$ cat src/rtl/calc_pkg.sv
// Shared types and helpers for the calculator control core.
package calc_pkg;
    localparam int BCD_W = 4;

    typedef enum logic [1:0] {
        ENTER_A = 2'd0,
        ENTER_B = 2'd1,
        REQ     = 2'd2,
        SHOW    = 2'd3
    } state_t;

    typedef enum logic {
        OP_ADD = 1'b0,
        OP_SUB = 1'b1
    } op_t;

    // Single BCD digit increment, wraps 9 -> 0 with no carry out.
    function automatic logic [BCD_W-1:0] bcd_inc(input logic [BCD_W-1:0] d);
        return (d >= 4'd9) ? 4'd0 : d + 4'd1;
    endfunction
endpackage

$ cat src/rtl/calc_digit_editor.sv
// Slider-driven BCD edit register: lowest active slider wins, auto-repeat every STEP_TICKS.
module calc_digit_editor
    import calc_pkg::*;
#(
    parameter int DIGITS     = 4,
    parameter int STEP_TICKS = 8
) (
    input  logic                    clk,
    input  logic                    reset,
    input  logic [DIGITS-1:0]       sld,
    input  logic                    en,
    input  logic                    clr,
    output logic [BCD_W*DIGITS-1:0] edit_inc,
    output logic [BCD_W*DIGITS-1:0] edit_nxt
);
    localparam int CNT_W = $clog2(STEP_TICKS + 1);
    localparam int SEL_W = (DIGITS > 1) ? $clog2(DIGITS) : 1;

    logic [BCD_W*DIGITS-1:0] edit;
    logic                    any, prev_any, inc;
    logic [SEL_W-1:0]        sel, prev_sel;
    logic [CNT_W-1:0]        cnt, cnt_d;

    always_comb begin
        any = 1'b0;
        sel = '0;
        for (int i = DIGITS - 1; i >= 0; i--) begin
            if (en && sld[i]) begin
                any = 1'b1;
                sel = SEL_W'(i);
            end
        end
    end

    // A fresh selection increments at once; a held one repeats when cnt reaches STEP_TICKS.
    always_comb begin
        inc   = 1'b0;
        cnt_d = '0;
        if (any) begin
            if (!prev_any || sel != prev_sel || cnt == CNT_W'(STEP_TICKS)) begin
                inc   = 1'b1;
                cnt_d = CNT_W'(1);
            end else begin
                cnt_d = cnt + CNT_W'(1);
            end
        end
    end

    for (genvar g = 0; g < DIGITS; g++) begin : g_dig
        assign edit_inc[g*BCD_W +: BCD_W] = (inc && sel == SEL_W'(g)) ?
            bcd_inc(edit[g*BCD_W +: BCD_W]) : edit[g*BCD_W +: BCD_W];
    end

    assign edit_nxt = clr ? '0 : edit_inc;

    always_ff @(posedge clk or negedge reset) begin
        if (!reset) begin
            edit     <= '0;
            prev_any <= 1'b0;
            prev_sel <= '0;
            cnt      <= '0;
        end else begin
            edit     <= edit_nxt;
            prev_any <= any;
            prev_sel <= sel;
            cnt      <= cnt_d;
        end
    end
endmodule

$ cat src/rtl/calc_sequencer.sv
// Calculator control core: operand entry FSM, ALU req/ack handshake and display source select.
module calc_sequencer
    import calc_pkg::*;
#(
    parameter int DIGITS     = 4,
    parameter int STEP_TICKS = 8
) (
    input  logic                    clk,
    input  logic                    reset,
    input  logic                    btn_clr,
    input  logic                    btn_ent,
    input  logic [DIGITS-1:0]       sld,
    input  logic                    arith_sel,
    output logic                    alu_req,
    output logic                    alu_op,
    output logic [BCD_W*DIGITS-1:0] alu_a,
    output logic [BCD_W*DIGITS-1:0] alu_b,
    input  logic                    alu_ack,
    input  logic [BCD_W*DIGITS-1:0] alu_result,
    input  logic                    alu_neg,
    input  logic                    alu_ovf,
    output logic [BCD_W*DIGITS-1:0] disp_value,
    output logic                    disp_neg,
    output logic                    disp_err,
    output logic [1:0]              phase
);
    localparam int W = BCD_W * DIGITS;

    state_t         state, state_d;
    op_t            op, op_d;
    logic [W-1:0]   a_d, b_d, res, res_d, edit_inc, edit_nxt, disp_value_d;
    logic           neg, neg_d, ovf, ovf_d, pend, pend_d, req_d;
    logic           edit_clr, clr_all, disp_neg_d, disp_err_d;

    calc_digit_editor #(.DIGITS(DIGITS), .STEP_TICKS(STEP_TICKS)) u_edit (
        .clk      (clk),
        .reset    (reset),
        .sld      (sld),
        .en       (state == ENTER_A || state == ENTER_B),
        .clr      (edit_clr),
        .edit_inc (edit_inc),
        .edit_nxt (edit_nxt)
    );

    always_comb begin
        state_d  = state;
        op_d     = op;
        a_d      = alu_a;
        b_d      = alu_b;
        res_d    = res;
        neg_d    = neg;
        ovf_d    = ovf;
        pend_d   = pend;
        req_d    = alu_req;
        edit_clr = 1'b0;
        clr_all  = 1'b0;
        case (state)
            ENTER_A: begin
                if (btn_clr) clr_all = 1'b1;
                else if (btn_ent) begin
                    a_d      = edit_inc;
                    edit_clr = 1'b1;
                    state_d  = ENTER_B;
                end
            end
            ENTER_B: begin
                if (btn_clr) clr_all = 1'b1;
                else if (btn_ent) begin
                    b_d      = edit_inc;
                    edit_clr = 1'b1;
                    op_d     = op_t'(arith_sel);
                    req_d    = 1'b1;
                    state_d  = REQ;
                end
            end
            REQ: begin
                // Clear never withdraws an outstanding request; it is deferred past the ack.
                if (btn_clr) pend_d = 1'b1;
                if (alu_req && alu_ack) begin
                    res_d = alu_result;
                    neg_d = alu_neg;
                    ovf_d = alu_ovf;
                    req_d = 1'b0;
                    if (pend_d) clr_all = 1'b1;
                    else        state_d = SHOW;
                end
            end
            SHOW: begin
                if (btn_clr) clr_all = 1'b1;
                else if (op != op_t'(arith_sel)) begin
                    op_d    = op_t'(arith_sel);
                    req_d   = 1'b1;
                    state_d = REQ;
                end else if (btn_ent) begin
                    edit_clr = 1'b1;
                    state_d  = ENTER_A;
                end
            end
            default: state_d = ENTER_A;
        endcase
        if (clr_all) begin
            state_d  = ENTER_A;
            a_d      = '0;
            b_d      = '0;
            res_d    = '0;
            neg_d    = 1'b0;
            ovf_d    = 1'b0;
            pend_d   = 1'b0;
            edit_clr = 1'b1;
        end
    end

    // Display is selected from next-state values so the registered outputs track state changes.
    always_comb begin
        disp_value_d = edit_nxt;
        case (state_d)
            REQ:     disp_value_d = b_d;
            SHOW:    disp_value_d = res_d;
            default: disp_value_d = edit_nxt;
        endcase
        disp_neg_d = (state_d == SHOW) && neg_d;
        disp_err_d = (state_d == SHOW) && ovf_d;
    end

    always_ff @(posedge clk or negedge reset) begin
        if (!reset) begin
            state      <= ENTER_A;
            op         <= OP_ADD;
            alu_a      <= '0;
            alu_b      <= '0;
            res        <= '0;
            neg        <= 1'b0;
            ovf        <= 1'b0;
            pend       <= 1'b0;
            alu_req    <= 1'b0;
            disp_value <= '0;
            disp_neg   <= 1'b0;
            disp_err   <= 1'b0;
        end else begin
            state      <= state_d;
            op         <= op_d;
            alu_a      <= a_d;
            alu_b      <= b_d;
            res        <= res_d;
            neg        <= neg_d;
            ovf        <= ovf_d;
            pend       <= pend_d;
            alu_req    <= req_d;
            disp_value <= disp_value_d;
            disp_neg   <= disp_neg_d;
            disp_err   <= disp_err_d;
        end
    end

    assign alu_op = op;
    assign phase  = state;
endmodule
$ cat config.mk
export PLATFORM = sky130hd
export DESIGN_NAME = calc_sequencer
export DESIGN_NICKNAME = d
export VERILOG_FILES = /design/src/rtl/calc_pkg.sv /design/src/rtl/calc_digit_editor.sv /design/src/rtl/calc_sequencer.sv
export SDC_FILE = /design/constraint.sdc
export NUM_CORES = 1
export LEC_CHECK = 0
export BUFFER_PORTS_ARGS = -buffer_cell sky130_fd_sc_hd__buf_4
export CAP_MARGIN = 20
export CELL_PAD_IN_SITES_DETAIL_PLACEMENT = 1
export CELL_PAD_IN_SITES_GLOBAL_PLACEMENT = 2
export CORE_MARGIN = 1.5
export CORE_UTILIZATION = 35
export DETAILED_ROUTE_END_ITERATION = 10
export GPL_ROUTABILITY_DRIVEN = 0
export HOLD_SLACK_MARGIN = 0.03
export PLACE_DENSITY = 0.83
export SLEW_MARGIN = 0
export SYNTH_ARGS = -nofsm -noshare
export SYNTH_HDL_FRONTEND = slang
export SYNTH_SLANG_ARGS = --single-unit
$ cat constraint.sdc
create_clock -name clk -period 2.7 [get_ports clk]
set_clock_uncertainty 0.1 [all_clocks]
set_input_delay 0.27 -clock clk [delete_from_list [all_inputs] [get_ports clk]]
set_output_delay 0.27 -clock clk [all_outputs]
set_load 0.02 [all_outputs]
==> impl_metrics.ini <==
[min_path]
worstHoldStart = arith_sel
hold_path_end = alu_op
hold_path_depth = 2
min_path_type = in -> reg

[cts]
cts_resized = 0
clkSlewWorstSetupHoldPaths_ns = 0.06
cts_root_buf = clkbuf_16
clk_path_buf_depth = 2
cts_made_buffers = 9
clk_latency_ns = 0.35
cts_tree = yes
clock-sinks = 96
htree_levels = 3
cts_setup_buffers = 0

[drt]
viasPerCell = 5.23
vias = 3740
wire_per_inst_um = 18.4
drt-total-wl_mm = 13.2
initialDrtViolationCount = 195
drc = 0
firstDrtPassIters = 4
ant_nets = 0

[floorplan]
start_util = 0.358
die_w_um = 117
core_area_sq_um = 12600
io_pins = 82
core.rowCount = 41
die_area_sq_um = 13600
die_y_um = 117

[setup_path]
r2r_end = disp_value[0]
crit_fanout = 9
cp.arrival_ns = 2.54
crit_path_end_kind = flip-flop
r2r_start = phase[1]
cp-start-kind = flip-flop
reg2reg_slack_ns = 0.25
rr_worst_depth = 5
crit_type = reg -> reg
cp.required_ns = 2.78

[run]
maxCapViolCount = 0

[grt]
grt_first_pass_wirelength_mm = 20.9
antenna_found_initial = 0
first_global_vias = 3907
overflow = 0
grt_max_degree = 97
grt_use_total = 0.205

[timing]
finalCriticalPeriod_ns = 2.45
clock.fmax_mhz = 408
slew-limit-headroom = 0.324
rsz0062_at_grt = no
report.final.slew_viol_count = 0
hold_viol_final = 0
finalSetupTns_ns = 0
worst_pin_slew_ns = 1.01
period_share = 0.909
finalSetupViolations = 0

[cells_and_area]
layout_common_cells = buf_4, dfrtp_1, nor2_1
final_cell_count_no_fill = 715
fin_nets = 581
final_common_cell = buf_4
area_delta_synth_final_pct = 25.3
antenna_cells = 0
drive_gt1_frac = 0.227
final_area_sq_um = 5660

[synth]
netlist_instances = 451
synthAdderAreaFrac = 0.0388
synth_top_family_by_area = compound AO/OA/AOI/OAI gates
synth.top_cell.area_share = 0.532
async_reset_ff_frac = 1.00
synth.distinct_cells = 57
ys_top_cells_by_area = dfrtp_1, nor2_1, mux2i_1
synthSimpleGateAreaFrac = 0.157
yosysSeqAreaShare = 0.532
syn_area_per_cell_sq_um = 10.0
synth_edf_count = 0
ys.flop_type = dfrtp_1
ys_ff_latch = 96
synth_top_area_cell = dfrtp_1
synth_compound_area_frac = 0.169
ys_warn_count = 0
synth_area_sq_um = 4520
syn-num-nets = 493
synth_xor_area_frac = 0.00582
yosys-mux-area-fraction = 0.0573

[place]
port_buffers = 81
place_area_sq_um = 5390
dp_cells = 698
dpl.hpwl_mm = 9.13

[power_and_ir_drop]
finalPower_mw = 3.18
total_leakage_power_nw = 2.76
power.density_nw_per_um2 = 561
ir_worst_vdd_uv = 381

[run_status]
outcome = complete, no violations
## kinds of logic after synthesis
logic type / count (synthesis)
XOR/XNOR: 3
flip-flops: 96
buffers and inverters: 44
multiplexers: 25
adder cells (fa/ha/maj): 14
AND/OR/NAND/NOR: 157
AO/OA/AOI/OAI: 112
## flip-flops by register name, indices dropped and copies added, names as in the netlist
signal / flops
alu_req: 1
u_edit.prev_sel: 2
pend: 1
phase: 2
disp_err: 1
alu_b: 16
u_edit.cnt: 4
disp_neg: 1
neg: 1
alu_op: 1
res: 16
alu_a: 16
u_edit.edit: 16
ovf: 1
u_edit.prev_any: 1
disp_value: 16
## timing repair
item	CTS	global route
hold endpoints to repair	97	0
hold buffers	2	0
endpoints found under the setup margin	0	0
## cell usage after synthesis, drive strengths merged (4+ instances only)
library cell and number:
a211oi 11, a21oi 22, a31oi 9, and2 4
buf 10, clkbuf 13, dfrtp 96, ha 14
inv 21, mux2 4, mux2i 21, nand2 31
nand3 7, nor2 81, nor2b 4, nor3 8
o21ai 16, o22ai 28
## metrics by stage
step / setup slack [ns] / utilization / hold WS, ns
6_report: 0.247 / 0.448 / 0.0670
4_1_cts: 0.218 / 0.448 / 0.0564
3_5_place_dp: 0.249 / 0.427 / 0.271
5_1_grt: 0.0823 / 0.448 / 0.0714
2_1_floorplan: 0.576 / - / -0.126
3_3_place_gp: 0.246 / 0.427 / 0.272
## layout make-up
type                       instances  area, sq um
clock buffer                      14          244
clock inverter                     1         5.00
fill                            1460         6960
inverter                          21         78.8
multi-input combinational        311         1950
sequential                        96         2400
tap                              172          215
timing repair buffer             100          768
## layer usage
| layer | share of wire | global-route usage | wire length (um) |
|---|---|---|---|
| met1 | 0.46 | 0.273 | 6100 |
| met2 | 0.47 | 0.331 | 6140 |
| met3 | 0.048 | 0.0374 | 631 |
| met4 | 0.024 | 0.0867 | 318 |
| met5 | 0 | 0 | 0 |
## how the worst max path moves through the flow
stage	startpoint	end	slack (ns)	depth (start not counted)
2_1_floorplan	phase[1]	alu_b[14]	0.58	4
3_3_place_gp	sld[3]	disp_value[0]	0.25	7
3_5_place_dp	sld[3]	disp_value[0]	0.25	7
4_1_cts	phase[1]	disp_value[0]	0.22	5
5_1_grt	phase[1]	disp_value[0]	0.08	5
6_report	phase[1]	disp_value[0]	0.25	5
## report_power, final
group / switching, mW / total [mW] / internal [mW]
combinational: 0.295 / 0.474 / 0.180
sequential: 0.0515 / 1.54 / 1.49
clock: 0.539 / 1.16 / 0.621
## worst max-delay path: stages (launching register included)
cell     delay [ns]
dfrtp_1        0.46
or4_4          0.59
mux2i_1        0.19
a21oi_2        0.24
mux2i_1        0.51
o21ai_0        0.19
No activity file was read; power rests on OpenSTA's default activity.
